==> src/rtl/cla_pipe_adder_pkg.sv <==
// Shared defaults and elaboration helpers for the pipelined CLA adder.
package adder_pkg;
  localparam int WIDTH_D = 32;
  localparam int BLK_D   = 4;
  localparam int GPS_D   = 2;

  function automatic int nstage(input int width, input int blk, input int gps);
    return width / (blk * gps);
  endfunction

  function automatic bit cfg_ok(input int width, input int blk, input int gps);
    return (blk > 0) && (gps > 0) && (width > 0) && ((width % (blk * gps)) == 0);
  endfunction
endpackage

==> src/rtl/cla_pipe_adder_if.sv <==
// Operand/result handshake bundle for cla_pipe_adder.
interface cla_pipe_adder_if #(parameter int WIDTH = adder_pkg::WIDTH_D);
  logic             in_valid, in_ready;
  logic [WIDTH-1:0] a, b;
  logic             c_in, sub;
  logic             out_valid, out_ready;
  logic [WIDTH-1:0] sum;
  logic             c_out, ovf;

  modport master (output in_valid, a, b, c_in, sub, out_ready,
                  input  in_ready, out_valid, sum, c_out, ovf);
  modport slave  (input  in_valid, a, b, c_in, sub, out_ready,
                  output in_ready, out_valid, sum, c_out, ovf);
endinterface

==> src/rtl/cla_pipe_adder_group.sv <==
// One BLK-bit carry-lookahead group: sum, group G/P and carry into its MSB.
module cla_group #(
  parameter int BLK = 4
) (
  input  logic [BLK-1:0] a_i,
  input  logic [BLK-1:0] b_i,
  input  logic           c_i,
  output logic [BLK-1:0] s_o,
  output logic           g_o,
  output logic           p_o,
  output logic           c_msb_o
);
  logic [BLK-1:0] g, p, c;
  logic [BLK:1]   gg, pp;
  logic           t;

  assign g = a_i & b_i;
  assign p = a_i ^ b_i;

  // gg[i]/pp[i]: generate/propagate of bits [i-1:0], flattened sum-of-products
  always_comb begin
    gg = '0;
    pp = '0;
    t  = 1'b0;
    for (int i = 1; i <= BLK; i++) begin
      pp[i] = 1'b1;
      for (int k = 0; k < i; k++) pp[i] = pp[i] & p[k];
      for (int j = 0; j < i; j++) begin
        t = g[j];
        for (int k = j + 1; k < i; k++) t = t & p[k];
        gg[i] = gg[i] | t;
      end
    end
  end

  // Kept apart from the G/P block so c_i never sits on the G/P path
  always_comb begin
    c    = '0;
    c[0] = c_i;
    for (int i = 1; i < BLK; i++) c[i] = gg[i] | (pp[i] & c_i);
  end

  assign s_o     = p ^ c;
  assign g_o     = gg[BLK];
  assign p_o     = pp[BLK];
  assign c_msb_o = c[BLK-1];
endmodule

==> src/rtl/cla_pipe_adder.sv <==
// Pipelined CLA adder/subtractor: GPS groups per stage, registered inter-stage carry,
// per-stage valid/ready with bubble collapse.
module cla_pipe_adder
  import adder_pkg::*;
#(
  parameter int WIDTH = WIDTH_D,
  parameter int BLK   = BLK_D,
  parameter int GPS   = GPS_D
) (
  input logic             clk,
  input logic             rst_n,
  cla_pipe_adder_if.slave bus
);
  localparam int SW     = BLK * GPS;
  localparam int NSTAGE = nstage(WIDTH, BLK, GPS);

  if (!cfg_ok(WIDTH, BLK, GPS)) begin : g_cfg_err
    $error("cla_pipe_adder: WIDTH must be a positive multiple of BLK*GPS");
  end

  logic [NSTAGE-1:0] vld_q, vin, rdy;

  // rdy[s] = !v[s] || rdy[s+1] unrolled, so no bit depends on another bit of rdy
  for (genvar s = 0; s < NSTAGE; s++) begin : g_rdy
    assign rdy[s] = bus.out_ready | ~(&vld_q[NSTAGE-1:s]);
  end

  always_ff @(posedge clk or negedge rst_n)
    if (!rst_n) vld_q <= '0;
    else
      for (int s = 0; s < NSTAGE; s++)
        if (rdy[s]) vld_q[s] <= vin[s];

  for (genvar s = 0; s < NSTAGE; s++) begin : st
    localparam int RW = WIDTH - s * SW;

    logic [RW-1:0]         a_in, b_in;
    logic                  cin;
    logic [SW-1:0]         chunk;
    logic [GPS-1:0]        gg, pp, cm;
    logic [GPS:0]          gc;
    logic [(s+1)*SW-1:0]   sum_d, sum_q;
    logic                  c_q;
    logic                  t, acc;
    logic                  cm_unused;

    if (s == 0) begin : src
      assign a_in   = bus.a;
      assign b_in   = bus.b ^ {WIDTH{bus.sub}};
      assign cin    = bus.sub | bus.c_in;
      assign vin[s] = bus.in_valid;
      assign sum_d  = chunk;
    end else begin : src
      assign a_in   = st[s-1].opr.a_q;
      assign b_in   = st[s-1].opr.b_q;
      assign cin    = st[s-1].c_q;
      assign vin[s] = vld_q[s-1];
      assign sum_d  = {chunk, st[s-1].sum_q};
    end

    for (genvar k = 0; k < GPS; k++) begin : grp
      cla_group #(.BLK(BLK)) u_grp (
        .a_i     (a_in[k*BLK +: BLK]),
        .b_i     (b_in[k*BLK +: BLK]),
        .c_i     (gc[k]),
        .s_o     (chunk[k*BLK +: BLK]),
        .g_o     (gg[k]),
        .p_o     (pp[k]),
        .c_msb_o (cm[k])
      );
    end

    // Second lookahead level across the stage's groups
    always_comb begin
      gc    = '0;
      gc[0] = cin;
      t     = 1'b0;
      acc   = 1'b0;
      for (int k = 1; k <= GPS; k++) begin
        acc = cin;
        for (int j = 0; j < k; j++) acc = acc & pp[j];
        for (int j = 0; j < k; j++) begin
          t = gg[j];
          for (int m = j + 1; m < k; m++) t = t & pp[m];
          acc = acc | t;
        end
        gc[k] = acc;
      end
    end

    assign cm_unused = ^cm;

    always_ff @(posedge clk or negedge rst_n)
      if (!rst_n) begin
        sum_q <= '0;
        c_q   <= 1'b0;
      end else if (rdy[s]) begin
        sum_q <= sum_d;
        c_q   <= gc[GPS];
      end

    if (s < NSTAGE - 1) begin : opr
      logic [RW-SW-1:0] a_q, b_q;
      always_ff @(posedge clk or negedge rst_n)
        if (!rst_n) begin
          a_q <= '0;
          b_q <= '0;
        end else if (rdy[s]) begin
          a_q <= a_in[RW-1:SW];
          b_q <= b_in[RW-1:SW];
        end
    end

    if (s == NSTAGE - 1) begin : fin
      logic cmsb_q;
      always_ff @(posedge clk or negedge rst_n)
        if (!rst_n)      cmsb_q <= 1'b0;
        else if (rdy[s]) cmsb_q <= cm[GPS-1];
    end
  end

  assign bus.in_ready  = rdy[0];
  assign bus.out_valid = vld_q[NSTAGE-1];
  assign bus.sum       = st[NSTAGE-1].sum_q;
  assign bus.c_out     = st[NSTAGE-1].c_q;
  assign bus.ovf       = st[NSTAGE-1].fin.cmsb_q ^ st[NSTAGE-1].c_q;
endmodule

==> src/flat_wrapper.sv <==
// flat-port wrapper written by rule: the top's interface ports become plain ports
module cla_pipe_adder_flat import adder_pkg::*;
#(
  parameter int WIDTH = WIDTH_D,
  parameter int BLK   = BLK_D,
  parameter int GPS   = GPS_D
)
  (clk, rst_n, bus_in_valid, bus_a, bus_b, bus_c_in, bus_sub, bus_out_ready, bus_in_ready, bus_out_valid, bus_sum, bus_c_out, bus_ovf);
  cla_pipe_adder_if #(.WIDTH(WIDTH)) bus_i ();
  input logic clk;
  input logic rst_n;
  input wire logic [$bits(bus_i.in_valid)-1:0] bus_in_valid;
  input wire logic [$bits(bus_i.a)-1:0] bus_a;
  input wire logic [$bits(bus_i.b)-1:0] bus_b;
  input wire logic [$bits(bus_i.c_in)-1:0] bus_c_in;
  input wire logic [$bits(bus_i.sub)-1:0] bus_sub;
  input wire logic [$bits(bus_i.out_ready)-1:0] bus_out_ready;
  output wire logic [$bits(bus_i.in_ready)-1:0] bus_in_ready;
  output wire logic [$bits(bus_i.out_valid)-1:0] bus_out_valid;
  output wire logic [$bits(bus_i.sum)-1:0] bus_sum;
  output wire logic [$bits(bus_i.c_out)-1:0] bus_c_out;
  output wire logic [$bits(bus_i.ovf)-1:0] bus_ovf;
  assign bus_i.in_valid = bus_in_valid;
  assign bus_i.a = bus_a;
  assign bus_i.b = bus_b;
  assign bus_i.c_in = bus_c_in;
  assign bus_i.sub = bus_sub;
  assign bus_i.out_ready = bus_out_ready;
  assign bus_in_ready = bus_i.in_ready;
  assign bus_out_valid = bus_i.out_valid;
  assign bus_sum = bus_i.sum;
  assign bus_c_out = bus_i.c_out;
  assign bus_ovf = bus_i.ovf;
  cla_pipe_adder #(.WIDTH(WIDTH), .BLK(BLK), .GPS(GPS)) u_core (.clk(clk), .rst_n(rst_n), .bus(bus_i));
endmodule
==> config.mk <==
export PLATFORM = sky130hd
export DESIGN_NAME = cla_pipe_adder_flat
export DESIGN_NICKNAME = d
export VERILOG_FILES = /design/src/rtl/cla_pipe_adder_pkg.sv /design/src/rtl/cla_pipe_adder_if.sv /design/src/rtl/cla_pipe_adder_group.sv /design/src/rtl/cla_pipe_adder.sv /design/src/flat_wrapper.sv
export SDC_FILE = /design/constraint.sdc
export NUM_CORES = 1
export LEC_CHECK = 0
export BUFFER_PORTS_ARGS = -buffer_cell sky130_fd_sc_hd__buf_2
export CORE_UTILIZATION = 26
export DETAILED_ROUTE_END_ITERATION = 10
export SYNTH_ARGS = -nofsm -noshare
export SYNTH_HDL_FRONTEND = slang
export SYNTH_SLANG_ARGS = --single-unit
==> constraint.sdc <==
create_clock -name clk -period 3.8 [get_ports clk]
set_input_delay 0.57 -clock clk [delete_from_list [all_inputs] [get_ports clk]]
set_output_delay 0.57 -clock clk [all_outputs]
set_load 0.01 [all_outputs]
# ---- Word-level counts from Yosys, hierarchy flattened
# Cells that the tools add are included.
dict set report op_classes {
  bitwise 227
  reduce_logical 3
}
# op count
set ops {}
lappend ops {{$and A1 B1 Y1} 108}
lappend ops {{$or A1 B1 Y1} 89}
lappend ops {{$xor A4 B4 Y4} 16}
lappend ops {{$and A4 B4 Y4} 8}
lappend ops {{$xor A32 B32 Y32} 1}
lappend ops {{$not A1 Y1} 4}
lappend ops {{$reduce_and A4 Y1} 1}
lappend ops {{$reduce_and A3 Y1} 1}
lappend ops {{$reduce_and A2 Y1} 1}
lappend ops {{$xor A1 B1 Y1} 1}
dict set report word_totals {
  ff_bits 185
  wordCells 249
}

# ---- Logic depth before layout (Yosys ltp)
# Gate-level depths: netlist of the first run.
dict set report depth {
  ltp_word 12
  ltp_mapped 11
}

# ---- Hierarchy
# From an unflattened synthesis of the first run, not the netlist that was laid out.
dict set report unflattened {
  hier_cells 760
  area_unflattened_um2 8733.4
}
# module instances cells_each area_per_inst_um2 seq_area_each_um2
set by_module_without_submodules {}
lappend by_module_without_submodules {cla_pipe_adder 1 577 7324.5 4629.4}
lappend by_module_without_submodules {{cla_group (u_core.st[1].grp[1].u_grp ...)} 4 23 177.7 0.0}
lappend by_module_without_submodules {{cla_group (u_core.st[0].grp[0].u_grp ...)} 3 23 173.9 0.0}
lappend by_module_without_submodules {{cla_group (u_core.st[3].grp[1].u_grp)} 1 22 176.4 0.0}

# ---- Worst setup path after synthesis of the first run
# No wires, ideal clock.
dict set report synth_path {
  path_kind {input -> register}
  start {in bus_sub}
  end {reg u_core.st[0].sum_q[4]}
  setup_ns 0.077
  arrival_time_ns 2.574
  t_required_ns 3.723
  setup_slack_ns 1.149
  cell_stages 10
  n_path_buf 2
  cell_sequence {buf_2 > buf_2 > xor2_1 > ha_1 > a21oi_1 > nand2_1 > a21o_1 > a21oi_1 > fa_1 > a21oi_1}
}
dict set report synth_via {
  elab_chain_cells 10
  elab_cells_between_ends 20
  classes_between {bitwise: 20}
}
# item line
set synth_rtl {}
lappend synth_rtl {{start: declaration} flat_wrapper.sv:16} ;# input wire logic [$bits(bus_i.sub)-1:0] bus_sub;
lappend synth_rtl {{$xor A32 B32 Y32} cla_pipe_adder.sv:49} ;# assign b_in = bus.b ^ {WIDTH{bus.sub}};
lappend synth_rtl {{$and A4 B4 Y4 or $xor A4 B4 Y4 (tied branches)} {cla_pipe_adder_group.sv:17, cla_pipe_adder_group.sv:18}}
lappend synth_rtl {{$and A1 B1 Y1 (3 in series)} cla_pipe_adder_group.sv:30} ;# for (int k = j + 1; k < i; k++) t = t & p[k];
lappend synth_rtl {{$or A1 B1 Y1 (3 in series)} cla_pipe_adder_group.sv:31} ;# gg[i] = gg[i] | t;
lappend synth_rtl {{$or A1 B1 Y1} cla_pipe_adder.sv:85} ;# acc = acc | t;
lappend synth_rtl {{$xor A4 B4 Y4 *} cla_pipe_adder_group.sv:43} ;# assign s_o = p ^ c;
lappend synth_rtl {{end signal: assignment} cla_pipe_adder.sv:98} ;# sum_q <= sum_d;
lappend synth_rtl {{end: declaration} cla_pipe_adder.sv:42} ;# logic [(s+1)*SW-1:0] sum_d, sum_q;
# Mark *: on every way between the ends. The rest lies on a longest branch, timed or not.
# A chain may end at the register's enable or synchronous reset.

# ---- Worst setup path after layout of the first run
dict set report layout_path {
  start {reg u_core.vld_q[2]}
  end {out bus_in_ready}
}
dict set report layout_via {
  elab_chain_cells 3
}
# item line
set layout_rtl {}
lappend layout_rtl {{start: declaration} cla_pipe_adder.sv:21} ;# logic [NSTAGE-1:0] vld_q, vin, rdy;
lappend layout_rtl {{start signal: indexed assignment} cla_pipe_adder.sv:32} ;# if (rdy[s]) vld_q[s] <= vin[s];
lappend layout_rtl {{$reduce_and A4 Y1} cla_pipe_adder.sv:25} ;# assign rdy[s] = bus.out_ready | ~(&vld_q[NSTAGE-1:s]);
lappend layout_rtl {{$not A1 Y1} cla_pipe_adder.sv:25}
lappend layout_rtl {{$or A1 B1 Y1} cla_pipe_adder.sv:25}
lappend layout_rtl {{end: declaration} flat_wrapper.sv:18} ;# output wire logic [$bits(bus_i.in_ready)-1:0] bus_in_ready;
# Every way passes these cells.

==> results of run 1 <==
[stage by stage]
stage	cell area (µm²)	util (%)	std cells	hold WS (ns)	worst slack (ns)
6_report	9780	31.6	1255	0.122	1.39
4_1_cts	9780	31.6	1255	0.149	1.30
3_5_place_dp	9220	29.8	1224	0.451	1.20
3_3_place_gp	9220	29.8	1224	0.443	1.24
5_1_grt	9780	31.6	1255	0.155	1.23
2_1_floorplan	8240	-	748	0.274	1.15
[flip-flops by register name, indices dropped and copies added (netlist names)]
name	count
u_core.st.opr.a_q	48
u_core.st.opr.b_q	48
u_core.st.sum_q	48
u_core.bus.sum	32
u_core.vld_q	4
u_core.st.c_q	3
u_core.bus.c_out	1
u_core.st.fin.cmsb_q	1
[power breakdown]
group / internal (µW) / total (µW) / leakage, µW / switching [µW]
Clock: 866 / 1700 / 0.000271 / 831
Sequential: 2560 / 2880 / 0.00216 / 325
Combinational: 807 / 1690 / 0.00209 / 879
[cells by family after synthesis]
family | after synthesis | synth area share [%]
AOI/OAI and AO/OA | 101 | 6.91
xor gates and xnor gates | 52 | 5.53
adders and majority gates | 40 | 6.80
buffers and inverters | 52 | 2.78
DFF | 185 | 56.2
muxes | 72 | 9.84
and+or+nand+nor | 246 | 11.9
[critical path: stages, from the launching register on]
cell and delay, ns:
dfrtp_1 0.44, nand4b_4 0.14, nor2_4 0.57, inv_2 0.07, buf_2 0.16
[placed cells by master (no fill, tap or decap), types with 2 or more instances in the layout]
cell          n
mux2_2       72
o31ai_1       3
o211ai_1      2
dfrtp_1     185
a31oi_1       4
o21ai_0      42
buf_2       104
nand4_1       2
buf_4         8
xor2_1       22
inv_6         3
nor2_1       37
o21a_1        2
nand2_1     187
nand2b_1      9
xnor2_1      30
o21ai_1       2
a211oi_1      6
a21oi_1      32
fa_1          8
nor3_1        2
a21o_1        4
ha_1         32
inv_1        16
buf_12        2
clkinvlp_4    2
nand3_1       2
inv_8         4
clkbuf_16    17
clkinv_4      3
[how the worst min path moves through the flow]
stage | from | endpoint | slack (ns) | cells past startpoint
6_report | rst_n | u_core.bus.sum[31]$_DFFE_PN0P_ | 0.12 | 1
3_5_place_dp | u_core.bus.sum[21]$_DFFE_PN0P_ | u_core.bus.sum[21]$_DFFE_PN0P_ | 0.45 | 2
3_3_place_gp | u_core.st[0].opr.a_q[16]$_DFFE_PN0P_ | u_core.st[0].opr.a_q[16]$_DFFE_PN0P_ | 0.44 | 2
2_1_floorplan | rst_n | u_core.bus.c_out$_DFFE_PN0P_ | 0.27 | 0
4_1_cts | rst_n | u_core.bus.sum[31]$_DFFE_PN0P_ | 0.15 | 1
5_1_grt | rst_n | u_core.bus.sum[31]$_DFFE_PN0P_ | 0.15 | 1
[metal layers]
metal | global-route usage (%) | up-vias | wire [µm]
met5 | 0 | - | 0
met4 | 3.00 | 0 | 183
met3 | 2.49 | 11 | 553
met2 | 17.7 | 82 | 7750
met1 | 16.3 | 2551 | 9130
li1 | - | 2671 | -
[layout make-up]
cell class              count  area [µm²]
multi-input cells         511        3400
well taps                 396         495
clock inverters            14         134
inverters                  17        63.8
flip-flops and latches    185        4630
fillers                  3188       21100
repair buffers            115         634
clock buffers              17         425
==> flow_summary.yaml, run 1 <==
outcome:
  status: "finished, final reports clean"
logic_synthesis:
  netlist_area_um2: 8240
  yosysMostFrequentCell: "nand2_1"
  syn_inst: 748
  synth_edf_count: 0
  yosysWarnings: 0
  syn_avg_cell_area_um2: 11.0
  ys_top_cells_by_count: "nand2_1, dfrtp_1, mux2_2"
  ys_top_cells_by_area: "dfrtp_1, mux2_2, nand2_1, ha_1, xnor2_1"
  synth-seq-cells: 185
  synth_cell_types: 38
  postSynth.asyncResetShare_pct: 100
  yosysTopAreaCell: "dfrtp_1"
  yosys.area.top_type_share_pct: 56.2
  ys.flop_type: "dfrtp_1"
  seq_area_frac_synth_pct: 56.2
  synth_nets: 858
timing:
  hold_viol: 0
  fmax_mhz: 415
  period_needed_ns: 2.41
  tns_ns: 0
  fin_crit_sh_pct: 63.4
  finalSetupViolCount: 0
  fin_skew_ns: 0.00904
  max_slew_margin_pct: 48.1
  slew_viol_final: 0
  rsz0062_at_grt: "no"
  worstMarginPinSlew_ns: 0.779
detailed_routing:
  vias_per_cell: 4.24
  drt_iter0_markers: 198
  ant_nets: 0
  drt_first_pass_iters: 4
  dr_total_vias: 5315
  route.detailed.drc: 0
  wl_per_cell_um: 14.0
  wirelength_mm: 17.6
pwr:
  p_total_uw: 6260
  power_density_nw_per_um2: 640
  ir_drop_uv: 295
  power.leakage_uw: 0.00453
worst_setup_path:
  cp.required_ns: 3.23
  rrSetupSlack_ns: 1.49
  criticalPathCategory: "reg -> out"
  rr_endpoint: "u_core.st[2].sum_q[20]$_DFFE_PN0P_"
  r2r_cells: 7
  crit_end: "bus_in_ready"
  arrival_ns: 1.84
  end_kind: "output port"
  r2r-start: "u_core.st[1].opr.b_q[0]$_DFFE_PN0P_"
  critPathLaunchType: "flip-flop"
  startpoint: "u_core.vld_q[2]$_DFFE_PN0P_"
  path_max_fanout: 28
global_route:
  grt_pass1_wl_mm: 29.3
  grt_antenna_before_repair: 1
  grt_max_degree: 85
  grt_pass1_vias: 5382
  grt_remaining_overflow: 0
  grt_usage_pct: 11.5
floorplanning:
  placementRows: 64
  pin_count: 106
  die_x_um: 180
  die_area_um2: 32400
  start_util_pct: 26.7
  fp.coreArea_um2: 30900
  fp.dieH_um: 180
clock_network:
  clkSinkCount: 185
  clk_pin_slew_ns: 0.08
  cts_hold_buf: 0
  post_cts_buffers: 0
  cts_resized: 0
  clk_latency_ns: 0.42
  htree_num_levels: 4
  cts_tree: "built"
  numCtsBuffers: 17
  clockRootBuffer: "clkbuf_16"
  clock_path_buffers: 2
cells_and_area:
  n_antenna_cell: 0
  drive_gt1_share_pct: 26.2
  final_nets: 957
  areaGrowthSynthToFinish_pct: 18.7
placement:
  gp_congestion: 0.716
  io_buffers: 105
  place_hpwl_mm: 12.1
worst_hold_path:
  hold_class: "in -> async"
job:
  cap_violations: 0
(Power assumes the default switching activity.)
==> run 2, diff against run 1 <==
clock period = 2.05 ns   (was 3.8 ns; I/O delays follow)
==> run 2 against run 1 <==
Effect of this change:
- core utilization increased by 1.3 points
- critical path type is now reg -> reg
- hold slack got worse by 0.060 ns
- non-clock buffer count increased by 33
- register-to-register slack got worse by 1.5 ns
- global-route usage increased by 0.38 points
- critical path depth increased by 3
- final cell count increased by 2.7%
- sequential cell count unchanged
- via count increased by 3.5%
- combinational power increased by 110%
- cell area increased by 4.1%
- worst setup slack got worse by 1.4 ns
==> flow_summary.yaml, run 2 (synthesis gave the netlist of run 1 again) <==
worst_setup_path:
  arrival_ns: 2.35
  criticalPathCategory: "reg -> reg"
  rrSetupSlack_ns: 0.02
  critPathLaunchType: "flip-flop"
  rr_endpoint: "u_core.st[2].sum_q[20]$_DFFE_PN0P_"
  cp.required_ns: 2.37
  r2r_cells: 7
  end_kind: "flip-flop"
  r2r-start: "u_core.st[1].opr.b_q[0]$_DFFE_PN0P_"
  path_max_fanout: 2
timing:
  hold_viol: 0
  fin_skew_ns: 0.0115
  max_slew_margin_pct: 66.6
  rsz0062_at_grt: "yes"
  worstMarginPinSlew_ns: 0.500
  tns_ns: 0
  fmax_mhz: 492
  fin_crit_sh_pct: 99.1
  finalSetupViolCount: 0
  setup_ws_ns: 0.0185
  period_needed_ns: 2.03
  slew_viol_final: 0
detailed_routing:
  wirelength_mm: 18.0
  drt_iter0_markers: 201
  route.detailed.drc: 0
  wl_per_cell_um: 14.0
  ant_nets: 0
  vias_per_cell: 4.27
  dr_total_vias: 5502
  drt_first_pass_iters: 5
floorplanning:
  start_util_pct: 26.7
  placementRows: 64
  die_x_um: 180
  pin_count: 106
  fp.dieH_um: 180
  die_area_um2: 32400
  fp.coreArea_um2: 30900
clock_network:
  cts_tree: "built"
  clk_pin_slew_ns: 0.08
  clock_path_buffers: 2
  clkSinkCount: 185
  htree_num_levels: 4
  clk_latency_ns: 0.44
  numCtsBuffers: 17
  clockRootBuffer: "clkbuf_16"
cells_and_area:
  design_area_um2: 10200
  multiInputGateArea_um2: 3490
  drive_gt1_share_pct: 30.3
  layout_commonest_cell: "nand2_1"
  n_antenna_cell: 0
  final_nets: 990
  layout_common_cells: "nand2_1, dfrtp_1, buf_2, mux2_2"
  largestRegisters: "u_core.st.opr.a_q (48), u_core.st.opr.b_q (48), u_core.st.sum_q (48)"
  areaGrowthSynthToFinish_pct: 23.6
  register_area_um2: 4630
  fill_cells: 3184
worst_hold_path:
  holdCritStartpoint: "bus_a[27]"
  hold_end: "u_core.st[0].opr.a_q[19]$_DFFE_PN0P_"
  whs_path_depth: 3
  hold_class: "in -> reg"
placement:
  post-place-ws_ns: -0.162
  io_buffers: 105
  place_hpwl_mm: 12.9
  gp_congestion: 0.766
  placed_area_um2: 9470
global_route:
  grt_remaining_overflow: 0
  grt_max_degree: 75
  grt_antenna_before_repair: 1
  grt_pass1_vias: 5707
  grt_usage_pct: 11.9
  grt_pass1_wl_mm: 30.3
job:
  cap_violations: 0
pwr:
  power.leakage_uw: 0.00472
  power_density_nw_per_um2: 1190
  ir_drop_uv: 375
outcome:
  status: "finished, final reports clean"
## run 2: cell type report
class | count | share of cell area (%)
Clock inverter | 14 | 1.45
Tap cell | 396 | 4.87
Clock buffer | 18 | 4.22
Sequential cell | 185 | 45.5
Timing Repair Buffer | 148 | 9.13
Inverter | 17 | 0.627
Multi-Input combinational cell | 511 | 34.2
## run 2: through the flow
step	utilization, %	hold WS [ns]	power [µW]	std cells
3_5_place_dp	30.6	0.330	8830	1250
3_3_place_gp	30.6	0.328	8710	1250
2_1_floorplan	-	0.0119	7500	748
4_1_cts	32.7	0.0385	12200	1288
6_report	32.9	0.0622	12100	1289
5_1_grt	32.9	0.0429	13000	1289
## run 2: where the power goes
part / internal, µW / switching [µW]
Clock: 1630 / 1600
Sequential: 4740 / 626
Combinational: 1770 / 1740
Total: 8140 / 3960
## run 2: worst max-delay path, cell delays in order, from the launching register on
cell and delay [ns]:
dfrtp_1 0.42, ha_4 0.26, a211oi_4 0.25, nor2_2 0.07, o21ai_1 0.12, nand2b_1 0.09
fa_2 0.43, mux2_2 0.27
## run 2: worst max-delay path by stage
stage	startpoint	to	cells past startpoint
after floorplan	bus_sub	u_core.st[0].sum_q[4]$_DFFE_PN0P_	10
after global placement	bus_sub	u_core.st[0].sum_q[4]$_DFFE_PN0P_	9
after detailed placement	bus_sub	u_core.st[0].sum_q[4]$_DFFE_PN0P_	9
after CTS	u_core.st[0].opr.a_q[0]$_DFFE_PN0P_	u_core.st[1].sum_q[12]$_DFFE_PN0P_	7
after global routing	u_core.st[1].opr.b_q[0]$_DFFE_PN0P_	u_core.st[2].sum_q[20]$_DFFE_PN0P_	7
final	u_core.st[1].opr.b_q[0]$_DFFE_PN0P_	u_core.st[2].sum_q[20]$_DFFE_PN0P_	7
## run 2: routing by layer
metal  vias up  GRT usage, %  routed length, µm
li1       2732             -                  -
met1      2660          16.0               9030
met2        86          18.7               8100
met3        22          2.49                571
met4         2          4.59                289
met5         -             0                 17
## run 2: repair_timing
action | CTS | global route
buffers inserted | 5 | 2
endpoints found under the hold margin | 53 | 0
setup endpoints to repair | 7 | 8
resized for setup | 5 | 17
hold buffers | 1 | 0
pin swaps | 12 | 16
==> run 3, diff against run 2 <==
ABC_AREA = 1   (was unset)
==> run 3 against run 2 <==
Effect of this change:
- worst setup slack better by 0.044 ns
- synthesized cell count rose by 27%
- clock skew is 0.0011 ns lower
- routed wire length up 8.2%
- critical path type is now reg -> out
- register-to-register slack better by 0.06 ns
- final cell count increased by 18%
- combinational power down 5%
==> flow_summary.yaml, run 3 <==
outcome:
  status: "finished, final reports clean"
worst_setup_path:
  criticalPathCategory: "reg -> out"
  slowest_delay_ns: 0.40
  r2r_cells: 9
  path_max_fanout: 6
  r2r-start: "u_core.st[1].opr.b_q[2]$_DFFE_PN0P_"
  end_kind: "output port"
  cpMostUsedCell: "nor2_4"
  rrSetupSlack_ns: 0.08
  critPathLaunchType: "flip-flop"
  rr_endpoint: "u_core.st[2].sum_q[21]$_DFFE_PN0P_"
  crit_path_top_delay_cell: "dfrtp_1"
  cp.required_ns: 1.74
  arrival_ns: 1.68
  crit_chain: "inv_2, nor2_4, nand2_2, nor2_4, inv_2, nor2_4, clkinv_8, buf_6"
logic_synthesis:
  yosys.area.top_type_share_pct: 54.8
  ys_top_cells_by_count: "nand2_1, dfrtp_1, o21ai_0"
  syn_avg_cell_area_um2: 8.88
  synth_edf_count: 0
  ys_top_cells_by_area: "dfrtp_1, nand2_1, o21ai_0, ha_1, xnor2_1"
  netlist_area_um2: 8450
  syn_inst: 952
  ys.flop_type: "dfrtp_1"
  synth_cell_types: 25
  synth_nets: 1062
  seq_area_frac_synth_pct: 54.8
  yosysWarnings: 0
  postSynth.asyncResetShare_pct: 100
  yosysTopAreaCell: "dfrtp_1"
  synth-seq-cells: 185
  yosysMostFrequentCell: "nand2_1"
clock_network:
  clk_pin_slew_ns: 0.07
  htree_num_levels: 4
  clkSinkCount: 185
  numCtsBuffers: 17
  cts_tree: "built"
  clockRootBuffer: "clkbuf_16"
  clock_path_buffers: 2
  clk_latency_ns: 0.43
pwr:
  p_switching_uw: 4070
  seq_power_share_pct: 44.2
  power.leakage_uw: 0.00519
  p_int_uw: 7840
  p_comb_share_pct: 27.9
  p_clk_share_pct: 27.9
  ir_drop_uv: 616
  power_density_nw_per_um2: 1140
  p_sw_share_pct: 34.2
floorplanning:
  die_x_um: 182
  die_area_um2: 33200
  fp.dieH_um: 182
  placementRows: 65
  pin_count: 106
  fp.coreArea_um2: 31800
  start_util_pct: 26.6
cells_and_area:
  fill_cells: 3348
  final_nets: 1186
  layout_commonest_cell: "nand2_1"
  n_antenna_cell: 0
  drive_gt1_share_pct: 18.5
  largestRegisters: "u_core.st.opr.a_q (48), u_core.st.opr.b_q (48), u_core.st.sum_q (48)"
  areaGrowthSynthToFinish_pct: 23.8
  layout_common_cells: "nand2_1, dfrtp_1, buf_2, o21ai_0, inv_1"
job:
  cap_violations: 0
worst_hold_path:
  holdCritStartpoint: "bus_a[12]"
  hold_class: "in -> reg"
  hold_end: "u_core.st[0].opr.a_q[4]$_DFFE_PN0P_"
  whs_path_depth: 3
timing:
  finalSetupViolCount: 0
  fin_crit_sh_pct: 96.9
  period_needed_ns: 1.99
  rsz0062_at_grt: "yes"
  tns_ns: 0
  hold_viol: 0
  worstMarginPinSlew_ns: 0.517
  max_slew_margin_pct: 65.5
  fin_skew_ns: 0.0104
  slew_viol_final: 0
  timing.hold.ws_ns: 0.0726
  fmax_mhz: 503
detailed_routing:
  vias_per_cell: 4.13
  ant_nets: 0
  drt_iter0_markers: 228
  dr_total_vias: 6287
  drt_first_pass_iters: 5
  route.detailed.drc: 0
  wl_per_cell_um: 12.8
  wirelength_mm: 19.5
placement:
  place_hpwl_mm: 14.0
  gp_congestion: 0.774
  io_buffers: 105
global_route:
  grt_remaining_overflow: 0
  grt_max_degree: 71
  grt_usage_pct: 12.3
  grt_pass1_wl_mm: 32.4
  grt_pass1_vias: 6368
  grt_antenna_before_repair: 1
run 3: cell types whose count changed in the layout (fill, tap and decap cells not counted), moves of 14 or more:
cell / previous run / this run
mux2_2: 71 / 0
inv_1: 16 / 63
a21oi_1: 30 / 16
nand2_1: 187 / 361
nand3_1: 2 / 28
o21ai_0: 35 / 97
run 3: critical path: cells and delay by family (launching register included):
family	cells	cell delay [ns]
buffers and inverters	4	0.34
and+or+nand+nor	4	0.52
DFF	1	0.40
run 3: area by class of cell:
cell class	count	area [µm²]	share of cell area, %
Multi-Input combinational cell	659	3540	33.9
Tap cell	435	544	5.20
Sequential cell	185	4630	44.2
Clock buffer	19	453	4.33
Clock inverter	13	151	1.45
Inverter	69	272	2.59
Timing Repair inverter	1	8.76	0.0837
Timing Repair Buffer	143	863	8.25
run 3: metal layers:
metal	GRT usage, %	vias up	share of wire, %
met2	19.6	104	45
met1	16.8	2881	51
met5	0	-	0.067
met3	2.14	13	2.6
met4	4.10	2	1.0
li1	-	3287	-
run 3: worst max-delay path by stage:
stage | start | to | slack (ns) | cells after the start
6_report | u_core.vld_q[3]$_DFFE_PN0P_ | bus_in_ready | 0.06 | 8
5_1_grt | u_core.st[0].opr.b_q[2]$_DFFE_PN0P_ | u_core.st[1].sum_q[13]$_DFFE_PN0P_ | -0.04 | 8
4_1_cts | u_core.vld_q[3]$_DFFE_PN0P_ | bus_in_ready | -0.03 | 8
3_5_place_dp | bus_sub | u_core.st[0].sum_q[4]$_DFFE_PN0P_ | -0.07 | 8
3_3_place_gp | bus_sub | u_core.st[0].sum_q[4]$_DFFE_PN0P_ | 0.004 | 8
2_1_floorplan | bus_sub | u_core.st[0].sum_q[4]$_DFFE_PN0P_ | -0.05 | 9
run 3: power by group through the flow:
stage	Combinational (µW)	Sequential, µW	Clock [µW]
after floorplan	1950	5270	0
after global placement	3110	5270	0
after detailed placement	3170	5300	0
after CTS	3240	5260	3410
after global routing	3840	5400	3580
final	3320	5270	3320
run 3: kinds of logic (layout without fill, tap and decap cells):
| kind of cell | Yosys count | in the layout | share of synthesized area (%) |
|---|---|---|---|
| XOR/XNOR | 41 | 41 | 4.25 |
| buffers and inverters | 108 | 245 | 5.05 |
| AND/OR/NAND/NOR | 432 | 432 | 20.3 |
| adder cells (fa/ha/maj) | 40 | 40 | 6.63 |
| flip-flops | 185 | 185 | 54.8 |
| AO/OA/AOI/OAI | 146 | 146 | 8.99 |
run 3: stage by stage:
step                instances  instance area (µm²)  util (%)  total power, µW  setup slack [ns]
global route             1524                10500      32.9            12800           -0.0443
CTS                      1510                10300      32.3            11900           -0.0288
global placement         1477                 9600      30.2             8380           0.00405
finish                   1524                10500      32.9            11900            0.0628
floorplan                 952                 8510         -             7230           -0.0486
detailed placement       1477                 9600      30.2             8480           -0.0659
run 3: repair_timing:
action,CTS,global route
endpoints found under the setup margin,3,5
hold endpoints to repair,43,0
buffers inserted,0,13
cloned,0,1
pin swaps,1,9
hold buffers,1,0
resized for setup,8,15
